$ cat src/rtl/wb_port_arbiter_pkg.sv
// Shared widths, grant encodings and the writeback entry layout for the writeback port arbiter.
package wb_port_arbiter_pkg;

  localparam int ADDR_W = 64;
  localparam int INST_W = 32;
  localparam int REG_W  = 64;
  localparam int RD_W   = 5;

  typedef enum logic [1:0] {
    WB_SRC_NONE = 2'd0,
    WB_SRC_PIPE = 2'd1,
    WB_SRC_MDU  = 2'd2,
    WB_SRC_PEND = 2'd3
  } wb_src_e;

  typedef enum logic [1:0] {
    PB_EMPTY = 2'd0,
    PB_HELD  = 2'd1,
    PB_FORCE = 2'd2
  } pb_state_e;

  typedef struct packed {
    logic [ADDR_W-1:0] pc;
    logic [INST_W-1:0] inst;
    logic [RD_W-1:0]   rd;
    logic [REG_W-1:0]  data;
  } wb_ent_t;

  // x0 is hardwired to zero, so a write to it is retired but never reaches the regfile.
  function automatic logic rd_writes(input logic wen, input logic [RD_W-1:0] rd);
    return wen & (rd != '0);
  endfunction

endpackage

$ cat src/rtl/wb_port_arbiter_if.sv
// Writeback-side bus: pipeline and MDU results in, regfile write / commit trace / hazard info out.
interface wb_port_arbiter_if;
  import wb_port_arbiter_pkg::*;

  logic              pipe_valid;
  logic              pipe_ready;
  logic [ADDR_W-1:0] pipe_pc;
  logic [INST_W-1:0] pipe_inst;
  logic              pipe_rd_wen;
  logic [RD_W-1:0]   pipe_rd_addr;
  logic [REG_W-1:0]  pipe_rd_data;

  logic              mdu_valid;
  logic              mdu_ready;
  logic [ADDR_W-1:0] mdu_pc;
  logic [INST_W-1:0] mdu_inst;
  logic [RD_W-1:0]   mdu_rd_addr;
  logic [REG_W-1:0]  mdu_rd_data;

  logic              rf_wen;
  logic [RD_W-1:0]   rf_waddr;
  logic [REG_W-1:0]  rf_wdata;
  logic              commit_valid;
  logic [ADDR_W-1:0] commit_pc;
  logic [INST_W-1:0] commit_inst;
  logic              pend_valid;
  logic [RD_W-1:0]   pend_rd;
  logic              stall_req;

  modport master (
    output pipe_valid, pipe_pc, pipe_inst, pipe_rd_wen, pipe_rd_addr, pipe_rd_data,
    output mdu_valid, mdu_pc, mdu_inst, mdu_rd_addr, mdu_rd_data,
    input  pipe_ready, mdu_ready,
    input  rf_wen, rf_waddr, rf_wdata, commit_valid, commit_pc, commit_inst,
    input  pend_valid, pend_rd, stall_req
  );

  modport slave (
    input  pipe_valid, pipe_pc, pipe_inst, pipe_rd_wen, pipe_rd_addr, pipe_rd_data,
    input  mdu_valid, mdu_pc, mdu_inst, mdu_rd_addr, mdu_rd_data,
    output pipe_ready, mdu_ready,
    output rf_wen, rf_waddr, rf_wdata, commit_valid, commit_pc, commit_inst,
    output pend_valid, pend_rd, stall_req
  );

endinterface

$ cat src/rtl/gen_en_dff.sv
// Enable flop with synchronous active-high clear; holds its value when i_en is low.
module gen_en_dff #(
  parameter int W = 1
) (
  input  logic         i_clk,
  input  logic         i_rst,
  input  logic         i_en,
  input  logic [W-1:0] i_d,
  output logic [W-1:0] o_q
);

  logic [W-1:0] r_q;

  always_ff @(posedge i_clk) begin
    if (i_rst) begin
      r_q <= '0;
    end else if (i_en) begin
      r_q <= i_d;
    end
  end

  assign o_q = r_q;

endmodule

$ cat src/rtl/wb_port_arbiter_pend_buf.sv
// One-entry park buffer for an MDU result that lost the port, with a starvation counter.
// Write and drain are never in the same cycle; FORCE raises stall_req for exactly one drain cycle.
module wb_pend_buf
  import wb_port_arbiter_pkg::*;
#(
  parameter int STARVE_LIMIT = 4,
  parameter int CNT_W        = 3
) (
  input  logic    i_clk,
  input  logic    i_rst,
  input  logic    i_wr,
  input  wb_ent_t i_wr_ent,
  input  logic    i_drain,
  output logic    o_pend_valid,
  output wb_ent_t o_pend_ent,
  output logic    o_stall_req
);

  localparam logic [CNT_W-1:0] LAST_WAIT = CNT_W'(STARVE_LIMIT - 1);

  pb_state_e        r_state;
  pb_state_e        w_state_nxt;
  logic [CNT_W-1:0] r_cnt;
  logic [CNT_W-1:0] w_cnt_nxt;
  wb_ent_t          r_ent;
  logic             w_load;

  assign w_load = i_wr & (r_state == PB_EMPTY);

  always_ff @(posedge i_clk) begin
    if (i_rst) begin
      r_state <= PB_EMPTY;
      r_cnt   <= '0;
      r_ent   <= '0;
    end else begin
      r_state <= w_state_nxt;
      r_cnt   <= w_cnt_nxt;
      if (w_load) begin
        r_ent <= i_wr_ent;
      end
    end
  end

  always_comb begin
    w_state_nxt = r_state;
    w_cnt_nxt   = r_cnt;
    case (r_state)
      PB_EMPTY: begin
        if (w_load) begin
          w_state_nxt = PB_HELD;
          w_cnt_nxt   = '0;
        end
      end
      PB_HELD: begin
        if (i_drain) begin
          w_state_nxt = PB_EMPTY;
        end else begin
          if (r_cnt >= LAST_WAIT) begin
            w_state_nxt = PB_FORCE;
          end
          // Saturate rather than wrap so a long wait can never look short.
          if (r_cnt != '1) begin
            w_cnt_nxt = r_cnt + CNT_W'(1);
          end
        end
      end
      PB_FORCE: begin
        w_state_nxt = PB_EMPTY;
      end
      default: begin
        w_state_nxt = PB_EMPTY;
      end
    endcase
  end

  assign o_pend_valid = (r_state != PB_EMPTY);
  assign o_stall_req  = (r_state == PB_FORCE);
  assign o_pend_ent   = r_ent;

endmodule

$ cat src/rtl/wb_port_arbiter.sv
// Arbitrates the regfile write port and commit trace between pipeline writeback and MDU results.
// Latency 1 to rf_*/commit_*; pipeline wins, MDU loser parks, starvation raises a one-cycle stall.
module wb_port_arbiter
  import wb_port_arbiter_pkg::*;
#(
  parameter int STARVE_LIMIT = 4,
  parameter int CNT_W        = 3
) (
  input  logic              i_clk,
  input  logic              i_rst,
  wb_port_arbiter_if.slave  io_bus
);

  logic    w_pend_valid;
  logic    w_stall_req;
  wb_ent_t w_pend_ent;
  wb_ent_t w_pipe_ent;
  wb_ent_t w_mdu_ent;
  wb_ent_t w_sel_ent;
  wb_src_e w_src;
  logic    w_sel_wen;
  logic    w_grant;
  logic    w_g_pend;
  logic    w_g_pipe;
  logic    w_g_mdu;
  logic    w_buf_wr;

  assign w_pipe_ent = '{pc:   io_bus.pipe_pc,
                        inst: io_bus.pipe_inst,
                        rd:   io_bus.pipe_rd_addr,
                        data: io_bus.pipe_rd_data};
  assign w_mdu_ent  = '{pc:   io_bus.mdu_pc,
                        inst: io_bus.mdu_inst,
                        rd:   io_bus.mdu_rd_addr,
                        data: io_bus.mdu_rd_data};

  assign w_g_pend = w_pend_valid & (w_stall_req | ~io_bus.pipe_valid);
  assign w_g_pipe = io_bus.pipe_valid & ~w_stall_req;
  assign w_g_mdu  = ~w_pend_valid & io_bus.mdu_valid & ~io_bus.pipe_valid;
  // mdu_ready is ~pend_valid, so an accepted MDU result that loses to the pipe parks.
  assign w_buf_wr = io_bus.mdu_valid & ~w_pend_valid & io_bus.pipe_valid & ~w_stall_req;

  always_comb begin
    w_src     = WB_SRC_NONE;
    w_sel_ent = '0;
    w_sel_wen = 1'b0;
    if (w_g_pend) begin
      w_src     = WB_SRC_PEND;
      w_sel_ent = w_pend_ent;
      w_sel_wen = rd_writes(1'b1, w_pend_ent.rd);
    end else if (w_g_pipe) begin
      w_src     = WB_SRC_PIPE;
      w_sel_ent = w_pipe_ent;
      w_sel_wen = rd_writes(io_bus.pipe_rd_wen, io_bus.pipe_rd_addr);
    end else if (w_g_mdu) begin
      w_src     = WB_SRC_MDU;
      w_sel_ent = w_mdu_ent;
      w_sel_wen = rd_writes(1'b1, io_bus.mdu_rd_addr);
    end
  end

  assign w_grant = (w_src != WB_SRC_NONE);

  wb_pend_buf #(
    .STARVE_LIMIT (STARVE_LIMIT),
    .CNT_W        (CNT_W)
  ) u_pend_buf (
    .i_clk        (i_clk),
    .i_rst        (i_rst),
    .i_wr         (w_buf_wr),
    .i_wr_ent     (w_mdu_ent),
    .i_drain      (w_g_pend),
    .o_pend_valid (w_pend_valid),
    .o_pend_ent   (w_pend_ent),
    .o_stall_req  (w_stall_req)
  );

  logic              r_commit_valid;
  logic              r_rf_wen;
  logic [RD_W-1:0]   r_rf_waddr;
  logic [REG_W-1:0]  r_rf_wdata;
  logic [ADDR_W-1:0] r_commit_pc;
  logic [INST_W-1:0] r_commit_inst;

  // Strobes reload every cycle; payload registers only move on a grant and hold otherwise.
  gen_en_dff #(.W(1)) u_commit_valid (
    .i_clk(i_clk), .i_rst(i_rst), .i_en(1'b1), .i_d(w_grant), .o_q(r_commit_valid)
  );
  gen_en_dff #(.W(1)) u_rf_wen (
    .i_clk(i_clk), .i_rst(i_rst), .i_en(1'b1), .i_d(w_sel_wen), .o_q(r_rf_wen)
  );
  gen_en_dff #(.W(RD_W)) u_rf_waddr (
    .i_clk(i_clk), .i_rst(i_rst), .i_en(w_grant), .i_d(w_sel_ent.rd), .o_q(r_rf_waddr)
  );
  gen_en_dff #(.W(REG_W)) u_rf_wdata (
    .i_clk(i_clk), .i_rst(i_rst), .i_en(w_grant), .i_d(w_sel_ent.data), .o_q(r_rf_wdata)
  );
  gen_en_dff #(.W(ADDR_W)) u_commit_pc (
    .i_clk(i_clk), .i_rst(i_rst), .i_en(w_grant), .i_d(w_sel_ent.pc), .o_q(r_commit_pc)
  );
  gen_en_dff #(.W(INST_W)) u_commit_inst (
    .i_clk(i_clk), .i_rst(i_rst), .i_en(w_grant), .i_d(w_sel_ent.inst), .o_q(r_commit_inst)
  );

  assign io_bus.pipe_ready   = ~w_stall_req;
  assign io_bus.mdu_ready    = ~w_pend_valid;
  assign io_bus.rf_wen       = r_rf_wen;
  assign io_bus.rf_waddr     = r_rf_waddr;
  assign io_bus.rf_wdata     = r_rf_wdata;
  assign io_bus.commit_valid = r_commit_valid;
  assign io_bus.commit_pc    = r_commit_pc;
  assign io_bus.commit_inst  = r_commit_inst;
  assign io_bus.pend_valid   = w_pend_valid;
  assign io_bus.pend_rd      = w_pend_ent.rd;
  assign io_bus.stall_req    = w_stall_req;

endmodule
$ cat src/flat_wrapper.sv
// flat-port wrapper written by rule: the top's interface ports become plain ports
module wb_port_arbiter_flat import wb_port_arbiter_pkg::*;
#(
  parameter int STARVE_LIMIT = 4,
  parameter int CNT_W        = 3
)
  (i_clk, i_rst, io_bus_pipe_valid, io_bus_pipe_pc, io_bus_pipe_inst, io_bus_pipe_rd_wen, io_bus_pipe_rd_addr, io_bus_pipe_rd_data, io_bus_mdu_valid, io_bus_mdu_pc, io_bus_mdu_inst, io_bus_mdu_rd_addr, io_bus_mdu_rd_data, io_bus_pipe_ready, io_bus_mdu_ready, io_bus_rf_wen, io_bus_rf_waddr, io_bus_rf_wdata, io_bus_commit_valid, io_bus_commit_pc, io_bus_commit_inst, io_bus_pend_valid, io_bus_pend_rd, io_bus_stall_req);
  wb_port_arbiter_if io_bus_i ();
  input  logic i_clk;
  input  logic i_rst;
  input wire logic [$bits(io_bus_i.pipe_valid)-1:0] io_bus_pipe_valid;
  input wire logic [$bits(io_bus_i.pipe_pc)-1:0] io_bus_pipe_pc;
  input wire logic [$bits(io_bus_i.pipe_inst)-1:0] io_bus_pipe_inst;
  input wire logic [$bits(io_bus_i.pipe_rd_wen)-1:0] io_bus_pipe_rd_wen;
  input wire logic [$bits(io_bus_i.pipe_rd_addr)-1:0] io_bus_pipe_rd_addr;
  input wire logic [$bits(io_bus_i.pipe_rd_data)-1:0] io_bus_pipe_rd_data;
  input wire logic [$bits(io_bus_i.mdu_valid)-1:0] io_bus_mdu_valid;
  input wire logic [$bits(io_bus_i.mdu_pc)-1:0] io_bus_mdu_pc;
  input wire logic [$bits(io_bus_i.mdu_inst)-1:0] io_bus_mdu_inst;
  input wire logic [$bits(io_bus_i.mdu_rd_addr)-1:0] io_bus_mdu_rd_addr;
  input wire logic [$bits(io_bus_i.mdu_rd_data)-1:0] io_bus_mdu_rd_data;
  output wire logic [$bits(io_bus_i.pipe_ready)-1:0] io_bus_pipe_ready;
  output wire logic [$bits(io_bus_i.mdu_ready)-1:0] io_bus_mdu_ready;
  output wire logic [$bits(io_bus_i.rf_wen)-1:0] io_bus_rf_wen;
  output wire logic [$bits(io_bus_i.rf_waddr)-1:0] io_bus_rf_waddr;
  output wire logic [$bits(io_bus_i.rf_wdata)-1:0] io_bus_rf_wdata;
  output wire logic [$bits(io_bus_i.commit_valid)-1:0] io_bus_commit_valid;
  output wire logic [$bits(io_bus_i.commit_pc)-1:0] io_bus_commit_pc;
  output wire logic [$bits(io_bus_i.commit_inst)-1:0] io_bus_commit_inst;
  output wire logic [$bits(io_bus_i.pend_valid)-1:0] io_bus_pend_valid;
  output wire logic [$bits(io_bus_i.pend_rd)-1:0] io_bus_pend_rd;
  output wire logic [$bits(io_bus_i.stall_req)-1:0] io_bus_stall_req;
  assign io_bus_i.pipe_valid = io_bus_pipe_valid;
  assign io_bus_i.pipe_pc = io_bus_pipe_pc;
  assign io_bus_i.pipe_inst = io_bus_pipe_inst;
  assign io_bus_i.pipe_rd_wen = io_bus_pipe_rd_wen;
  assign io_bus_i.pipe_rd_addr = io_bus_pipe_rd_addr;
  assign io_bus_i.pipe_rd_data = io_bus_pipe_rd_data;
  assign io_bus_i.mdu_valid = io_bus_mdu_valid;
  assign io_bus_i.mdu_pc = io_bus_mdu_pc;
  assign io_bus_i.mdu_inst = io_bus_mdu_inst;
  assign io_bus_i.mdu_rd_addr = io_bus_mdu_rd_addr;
  assign io_bus_i.mdu_rd_data = io_bus_mdu_rd_data;
  assign io_bus_pipe_ready = io_bus_i.pipe_ready;
  assign io_bus_mdu_ready = io_bus_i.mdu_ready;
  assign io_bus_rf_wen = io_bus_i.rf_wen;
  assign io_bus_rf_waddr = io_bus_i.rf_waddr;
  assign io_bus_rf_wdata = io_bus_i.rf_wdata;
  assign io_bus_commit_valid = io_bus_i.commit_valid;
  assign io_bus_commit_pc = io_bus_i.commit_pc;
  assign io_bus_commit_inst = io_bus_i.commit_inst;
  assign io_bus_pend_valid = io_bus_i.pend_valid;
  assign io_bus_pend_rd = io_bus_i.pend_rd;
  assign io_bus_stall_req = io_bus_i.stall_req;
  wb_port_arbiter #(.STARVE_LIMIT(STARVE_LIMIT), .CNT_W(CNT_W)) u_core (.i_clk(i_clk), .i_rst(i_rst), .io_bus(io_bus_i));
endmodule
$ cat config.mk
export PLATFORM = sky130hd
export DESIGN_NAME = wb_port_arbiter_flat
export DESIGN_NICKNAME = d
export VERILOG_FILES = /design/src/rtl/wb_port_arbiter_pkg.sv /design/src/rtl/wb_port_arbiter_if.sv /design/src/rtl/gen_en_dff.sv /design/src/rtl/wb_port_arbiter_pend_buf.sv /design/src/rtl/wb_port_arbiter.sv /design/src/flat_wrapper.sv
export SDC_FILE = /design/constraint.sdc
export NUM_CORES = 1
export LEC_CHECK = 0
export ABC_AREA = 1
export ABC_CLOCK_PERIOD_IN_PS = 1250
export CAP_MARGIN = 40
export CELL_PAD_IN_SITES_DETAIL_PLACEMENT = 1
export CELL_PAD_IN_SITES_GLOBAL_PLACEMENT = 1
export CORE_MARGIN = 2
export CORE_UTILIZATION = 29
export CTS_CLUSTER_SIZE = 8
export DETAILED_ROUTE_END_ITERATION = 8
export PLACE_DENSITY_LB_ADDON = 0.1
export SLEW_MARGIN = 20
export SYNTH_ARGS = -nofsm -noshare
export SYNTH_HDL_FRONTEND = slang
export SYNTH_SLANG_ARGS = --single-unit
$ cat constraint.sdc
create_clock -name i_clk -period 1.25 [get_ports i_clk]
set_input_delay 0.25 -clock i_clk [delete_from_list [all_inputs] [get_ports i_clk]]
set_output_delay 0.25 -clock i_clk [all_outputs]
set_load 0.03 [all_outputs]
==> impl_metrics.json, run 1 <==
{
  "post-route-period-util": 1.371,
  "portBuffers": 510,
  "detail_route.vias_per_cell": 5.043,
  "tritoncts": "built",
  "total_cts_buffers": 48,
  "clock_latency_ns": 0.57,
  "coreArea_mm2": 0.05266,
  "class_of_the_most_critical_setup_path": "flip-flop to primary output",
  "worst_setup_ep_type": "primary output",
  "route.antenna.remaining_nets": 0,
  "timing.critical_path.from_type": "flip-flop",
  "detail_route.first_pass.iterations": 7,
  "drcViolationCount": 0,
  "clock_tree.root_cell": "clkbuf_16",
  "final_design_utilization": 0.5042,
  "yosys-top-cells-count": "nand2_1 (839), dfxtp_1 (337), nor2_1 (245), a21oi_1 (219)",
  "reg2regPathDepth": 9,
  "num_vias": 18171,
  "skew_ns": 0.009733,
  "drv.max_cap_violation_count": 0,
  "synth_cells": 2297,
  "grt_pass1_wl_mm": 117.5,
  "detail_route.wirelength_mm": 79.05,
  "clk_path_buf_depth": 3,
  "synth-edff-count": 0,
  "worstPathMaxFanout": 3,
  "violations": "setup timing",
  "power_per_standard_cell_area_mw_per_mm2": 1243,
  "slew-limit-headroom": 0.4666,
  "finish.cell_count_without_fillers": 3603,
  "synth_top_area_frac": 0.4361,
  "final.min_clock_period_ns": 1.713,
  "outcome": "finished, violations left",
  "signal_arrival_time_at_the_worst_endpoint_ns": 1.46,
  "min_path_cells": 4,
  "share_of_layout_cells_above_drive_strength_1": 0.2442,
  "rsz0062_at_grt": "yes",
  "finalSetupViolCount": 512,
  "effective_utilization_at_floorplan": 0.2938,
  "finalHoldViolations": 0,
  "cts_max_level": 2,
  "post-dp-hpwl_mm": 47.98,
  "average_size_of_a_mapped_cell_um2": 6.735,
  "slew_violations": 0,
  "number_of_antenna_violations_at_the_first_check_in_global_routing": 16,
  "floorplan.io_pins": 511,
  "grt.overflow.total": 0,
  "postSynth.topFlopCell": "dfxtp_1",
  "die-height_um": 235.0,
  "synth_most_common_cell": "nand2_1",
  "postSynthRegisterBits": 337,
  "synth_async_reset_ratio": 0,
  "synth_sequential_area_ratio": 0.4361,
  "synth.yosys.warnings": 0,
  "syn-num-nets": 2635,
  "crit_required_ns": 1.00,
  "place_inst": 3433,
  "netlist.top_cell.by_area": "dfxtp_1",
  "grt_max_degree": 63,
  "dieArea_mm2": 0.05521,
  "synth_area_mm2": 0.01547,
  "wl_per_cell_um": 21.94,
  "ir_worst_vdd_mv": 0.8738,
  "tightest_slew_ns": 0.8001,
  "floorplan.rows": 84,
  "timing.fmax_ghz": 0.5836,
  "dieWidth_um": 235.0,
  "place_congestion": 0.8327,
  "clk_transition_reported_paths_ns": 0.06,
  "detail_route.iter0.violations": 928,
  "p_leak_nw": 11.88,
  "grt_pass1_vias": 19457,
  "synthToLayoutAreaGrowth_pct": 71.60,
  "synth_cell_types": 22,
  "final_critical_path_setup_slack_ns": -0.4635,
  "timing.hold.worst.class": "input port to flip-flop",
  "pre_cts_ws_ns": -0.5447,
  "nNetsFinal": 3237,
  "clock-sinks": 337,
  "grt.total_usage": 0.2742,
  "synth.top_cells.by_area": "dfxtp_1 (44%), nand2_1 (20%), a22oi_1 (8.0%), a21oi_1 (7.1%), nor2_1 (5.9%)"
}
area by class of cell:
class / count / area, um2
fillers: 6243 / 26110
repair buffers: 738 / 8686
multi-input cells: 1653 / 8471
flip-flops and latches: 337 / 6755
clock buffers: 54 / 1265
well taps: 688 / 860.8
inverters: 121 / 480.5
diodes: 12 / 30.03
where the power goes:
| group | switching (W) | leakage (nW) | internal, W | total (W) |
|---|---|---|---|---|
| combinational | 0.00485 | 8.47 | 0.00410 | 0.00895 |
| clock | 0.00488 | 0.622 | 0.00698 | 0.0119 |
| sequential | 0.000516 | 2.78 | 0.0117 | 0.0122 |
sequential cells by signal (all words and copies together) (netlist names):
name                          cells
u_core.u_rf_waddr.o_q             5
u_core.u_rf_wen.o_q               1
u_core.u_commit_pc.o_q           64
u_core.u_commit_inst.o_q         32
u_core.u_pend_buf.o_pend_ent    165
u_core.u_rf_wdata.o_q            64
u_core.u_pend_buf.r_state         2
u_core.u_pend_buf.r_cnt           3
u_core.u_commit_valid.o_q         1
path summary, 6_finish.rpt:
check             slack (ns)                                 to                          from
setup / recovery       -0.46                  io_bus_pipe_ready  u_core.u_pend_buf.r_state[1]
hold / removal          0.11       u_core.u_pend_buf.r_state[1]             io_bus_pipe_valid
setup reg to reg       -0.46  u_core.u_pend_buf.o_pend_ent[103]  u_core.u_pend_buf.r_state[1]
hold reg to reg         0.45           u_core.u_rf_wdata.o_q[8]      u_core.u_rf_wdata.o_q[8]
worst max-delay path, cell delays in order, from the launching register on:
cell and delay, ns:
dfxtp_2 0.36, inv_4 0.06, buf_6 0.12, nor2_4 0.15, inv_2 0.07, buf_12 0.14
layout by cell type, fill, tap and decap left out, types with 4 or more instances in the layout:
cell,n
buf_6,28
inv_1,115
clkbuf_16,57
diode_2,12
nand2_4,5
buf_8,15
nand3_1,5
buf_16,52
nand2_1,803
dfxtp_1,334
buf_4,231
o21ai_4,17
buf_12,69
nor2_4,4
nand2_2,31
a21oi_1,165
o21ai_1,21
a21oi_2,50
clkdlybuf4s50_1,333
a21oi_4,4
o21ai_2,126
inv_4,4
nor2_1,243
a22oi_1,164
per-stage QoR:
step / TNS (ns) / hold WS [ns] / total power, W / area, um2
floorplan: -40.89 / 0.3952 / 0.01598 / 15730
global placement: -151.43 / 0.4378 / 0.01942 / 21800
detailed placement: -158.09 / 0.4415 / 0.01954 / 21800
CTS: -151.51 / 0.08115 / 0.03293 / 26030
global route: -173.40 / 0.1186 / 0.03437 / 26550
finish: -140.96 / 0.1137 / 0.03299 / 26550
cell families after synthesis:
kind of cell / share of synthesized area
adder cells (fa/ha/maj): 0.002426
AND/OR/NAND/NOR: 0.2700
buffers and inverters: 0.08726
AO/OA/AOI/OAI: 0.2043
flip-flops: 0.4361
metal layers:
layer / part of all wire / global-route usage
met2: 0.48 / 0.4596
met1: 0.42 / 0.3349
met5: 0.00072 / 0
met3: 0.061 / 0.06133
met4: 0.043 / 0.1237
repair_timing:
action                     in CTS  in global routing
setup endpoints to repair     512                512
setup buffers                  47                  9
cloned                         48                  9
pin swaps                      37                 11
gates resized for setup       432                 86
hold endpoints to repair        0                  0
hold buffers                    0                  0
No activity file was read; power rests on OpenSTA's default activity.
==> run 2, diff against run 1 <==
--- a/config.mk
+++ b/config.mk
@@ -15,6 +15,7 @@
 export CTS_CLUSTER_SIZE = 8
 export DETAILED_ROUTE_END_ITERATION = 8
 export PLACE_DENSITY_LB_ADDON = 0.1
+export REMOVE_ABC_BUFFERS = 1
 export SLEW_MARGIN = 20
 export SYNTH_ARGS = -nofsm -noshare
 export SYNTH_HDL_FRONTEND = slang
==> impl_metrics.json, run 2 (synthesis results as in run 1) <==
{
  "outcome": "finished, violations left",
  "violations": "setup timing",
  "min-delay-start": "io_bus_pipe_valid",
  "timing.fmax_ghz": 0.5861,
  "grt.overflow.total": 0,
  "place_congestion": 0.8258,
  "area_of_the_multi_input_gates_mm2": 0.009238,
  "class_of_the_most_critical_setup_path": "flip-flop to flip-flop",
  "signal_arrival_time_at_the_worst_endpoint_ns": 2.15,
  "netSwitchingFraction": 0.3187,
  "finalSetupViolCount": 513,
  "worstPathMaxFanout": 7,
  "effective_utilization_at_floorplan": 0.2938,
  "ir_worst_vdd_mv": 0.8758,
  "detail_route.wirelength_mm": 87.59,
  "nNetsFinal": 3285,
  "wl_met1_mm": 36.65,
  "critical_path.reg2reg.startpoint": "u_core.u_pend_buf.r_state[0]",
  "wl_met2_mm": 42.93,
  "wl_per_cell_um": 24.04,
  "final_critical_path_setup_slack_ns": -0.4561,
  "final.min_clock_period_ns": 1.706,
  "tritoncts": "built",
  "finalHoldViolations": 0,
  "floorplan.io_pins": 511,
  "route.top_layer_used": "met5",
  "p_seq_frac": 0.363,
  "portBuffers": 510,
  "power_per_standard_cell_area_mw_per_mm2": 1189,
  "placement.cell_area_mm2": 0.02168,
  "layout.cells.most_common": "nand2_1",
  "dieWidth_um": 235.0,
  "grt.total_usage": 0.3048,
  "cts_max_level": 2,
  "p_int_w": 0.02312,
  "share_of_layout_cells_above_drive_strength_1": 0.3236,
  "slew_violations": 0,
  "route.antenna.remaining_nets": 0,
  "clock_latency_ns": 0.57,
  "p_switching_w": 0.01082,
  "clk_path_buf_depth": 3,
  "seqCellArea_mm2": 0.006775,
  "floorplan.rows": 84,
  "detail_route.first_pass.iterations": 5,
  "dieArea_mm2": 0.05521,
  "tightest_slew_ns": 0.5259,
  "die-height_um": 235.0,
  "num-fill-cells": 6078,
  "final_cell_area_mm2": 0.02855,
  "combPwrFrac": 0.293,
  "whs_ns": 0.1761,
  "grt_max_degree": 53,
  "synthToLayoutAreaGrowth_pct": 84.55,
  "clk_transition_reported_paths_ns": 0.06,
  "number_of_antenna_violations_at_the_first_check_in_global_routing": 13,
  "worst_setup_ep_type": "flip-flop",
  "detail_route.iter0.violations": 981,
  "final_design_utilization": 0.5422,
  "post-dp-hpwl_mm": 47.24,
  "timing.hold.worst.class": "input port to flip-flop",
  "coreArea_mm2": 0.05266,
  "wl_met3_mm": 4.917,
  "cp-startpoint": "u_core.u_pend_buf.r_state[0]",
  "clock_tree.root_cell": "clkbuf_16",
  "post-route-period-util": 1.365,
  "rsz0062_at_grt": "yes",
  "crit_required_ns": 1.70,
  "hold_buffers": 0,
  "top_library_cells_by_usage_in_the_layout_fill_and_taps_aside": "nand2_1 (620), clkdlybuf4s50_1 (333), dfxtp_1 (326)",
  "detail_route.vias_per_cell": 5.216,
  "total_cts_buffers": 48,
  "grt_pass1_vias": 20166,
  "largest_register_ff_count": 165,
  "timing.critical_path.from_type": "flip-flop",
  "clock_power_share": 0.345,
  "grt_pass1_wl_mm": 129.4,
  "drv.max_cap_violation_count": 0,
  "p_leak_nw": 13.03,
  "clock-sinks": 337,
  "skew_ns": 0.02386,
  "num_vias": 19008,
  "slew-limit-headroom": 0.6494,
  "drcViolationCount": 0
}
[run 2: path summary, 6_finish.rpt]
check	endpoint	depth (start not counted)	slack (ns)
min reg2reg	u_core.u_commit_pc.o_q[12]	2	0.45
min	u_core.u_pend_buf.r_state[1]	4	0.18
max reg2reg	u_core.u_pend_buf.o_pend_ent[115]	11	-0.46
max	u_core.u_pend_buf.o_pend_ent[115]	11	-0.46
[run 2: cell type report]
type	count	area share
repair buffers	784	0.3472
multi-input cells	1654	0.3235
flip-flops and latches	337	0.2373
clock buffers	50	0.04308
well taps	688	0.03015
inverters	121	0.01735
diodes	8	0.0007011
repair inverters	1	0.0003944
clock inverters	1	0.0003067
[run 2: power groups by stage]
stage | Combinational (W) | Clock, W | Sequential (W)
final | 0.00993 | 0.0117 | 0.0123
after global routing | 0.0105 | 0.0124 | 0.0124
after CTS | 0.00961 | 0.0119 | 0.0122
after detailed placement | 0.00711 | 0 | 0.0124
after global placement | 0.00700 | 0 | 0.0124
after floorplan | 0.00248 | 0 | 0.0132
[run 2: repair_timing]
action | in CTS | in global routing
buffers inserted | 87 | 19
gates resized for setup | 573 | 354
pin swaps | 157 | 128
cloned | 91 | 10
endpoints found under the setup margin | 512 | 513
[run 2: metrics by stage]
stage | setup slack [ns] | total power [W] | std cells | setup TNS [ns]
2_1_floorplan | -4.629 | 0.01572 | 2111 | -1293.44
5_1_grt | -0.5315 | 0.03528 | 3643 | -169.96
4_1_cts | -0.5000 | 0.03378 | 3646 | -146.74
6_report | -0.4561 | 0.03394 | 3644 | -135.88
3_3_place_gp | -0.5657 | 0.01937 | 3420 | -157.77
3_5_place_dp | -0.5681 | 0.01949 | 3420 | -168.29
[run 2: layer usage]
metal	up-vias	track usage
met2	656	0.5161
met4	8	0.1103
met3	182	0.05216
met5	-	0
li1	8742	-
met1	9420	0.3882
[run 2: critical path, stage by stage (launching register included)]
cell       delay [ns]
dfxtp_4          0.39
nor2_4           0.06
buf_6            0.12
buf_6            0.11
nand3_4          0.08
buf_12           0.14
buf_16           0.18
clkinv_16        0.08
buf_8            0.13
buf_12           0.14
nor2_2           0.10
nor2_1           0.05
==> run 3, diff against run 2 <==
--- a/config.mk
+++ b/config.mk
@@ -16,7 +16,7 @@
 export DETAILED_ROUTE_END_ITERATION = 8
 export PLACE_DENSITY_LB_ADDON = 0.1
 export REMOVE_ABC_BUFFERS = 1
-export SLEW_MARGIN = 20
+export SLEW_MARGIN = 10
 export SYNTH_ARGS = -nofsm -noshare
 export SYNTH_HDL_FRONTEND = slang
 export SYNTH_SLANG_ARGS = --single-unit
==> results of run 3 <==
Final layout, timing and power as in run 2 (identical DEF).
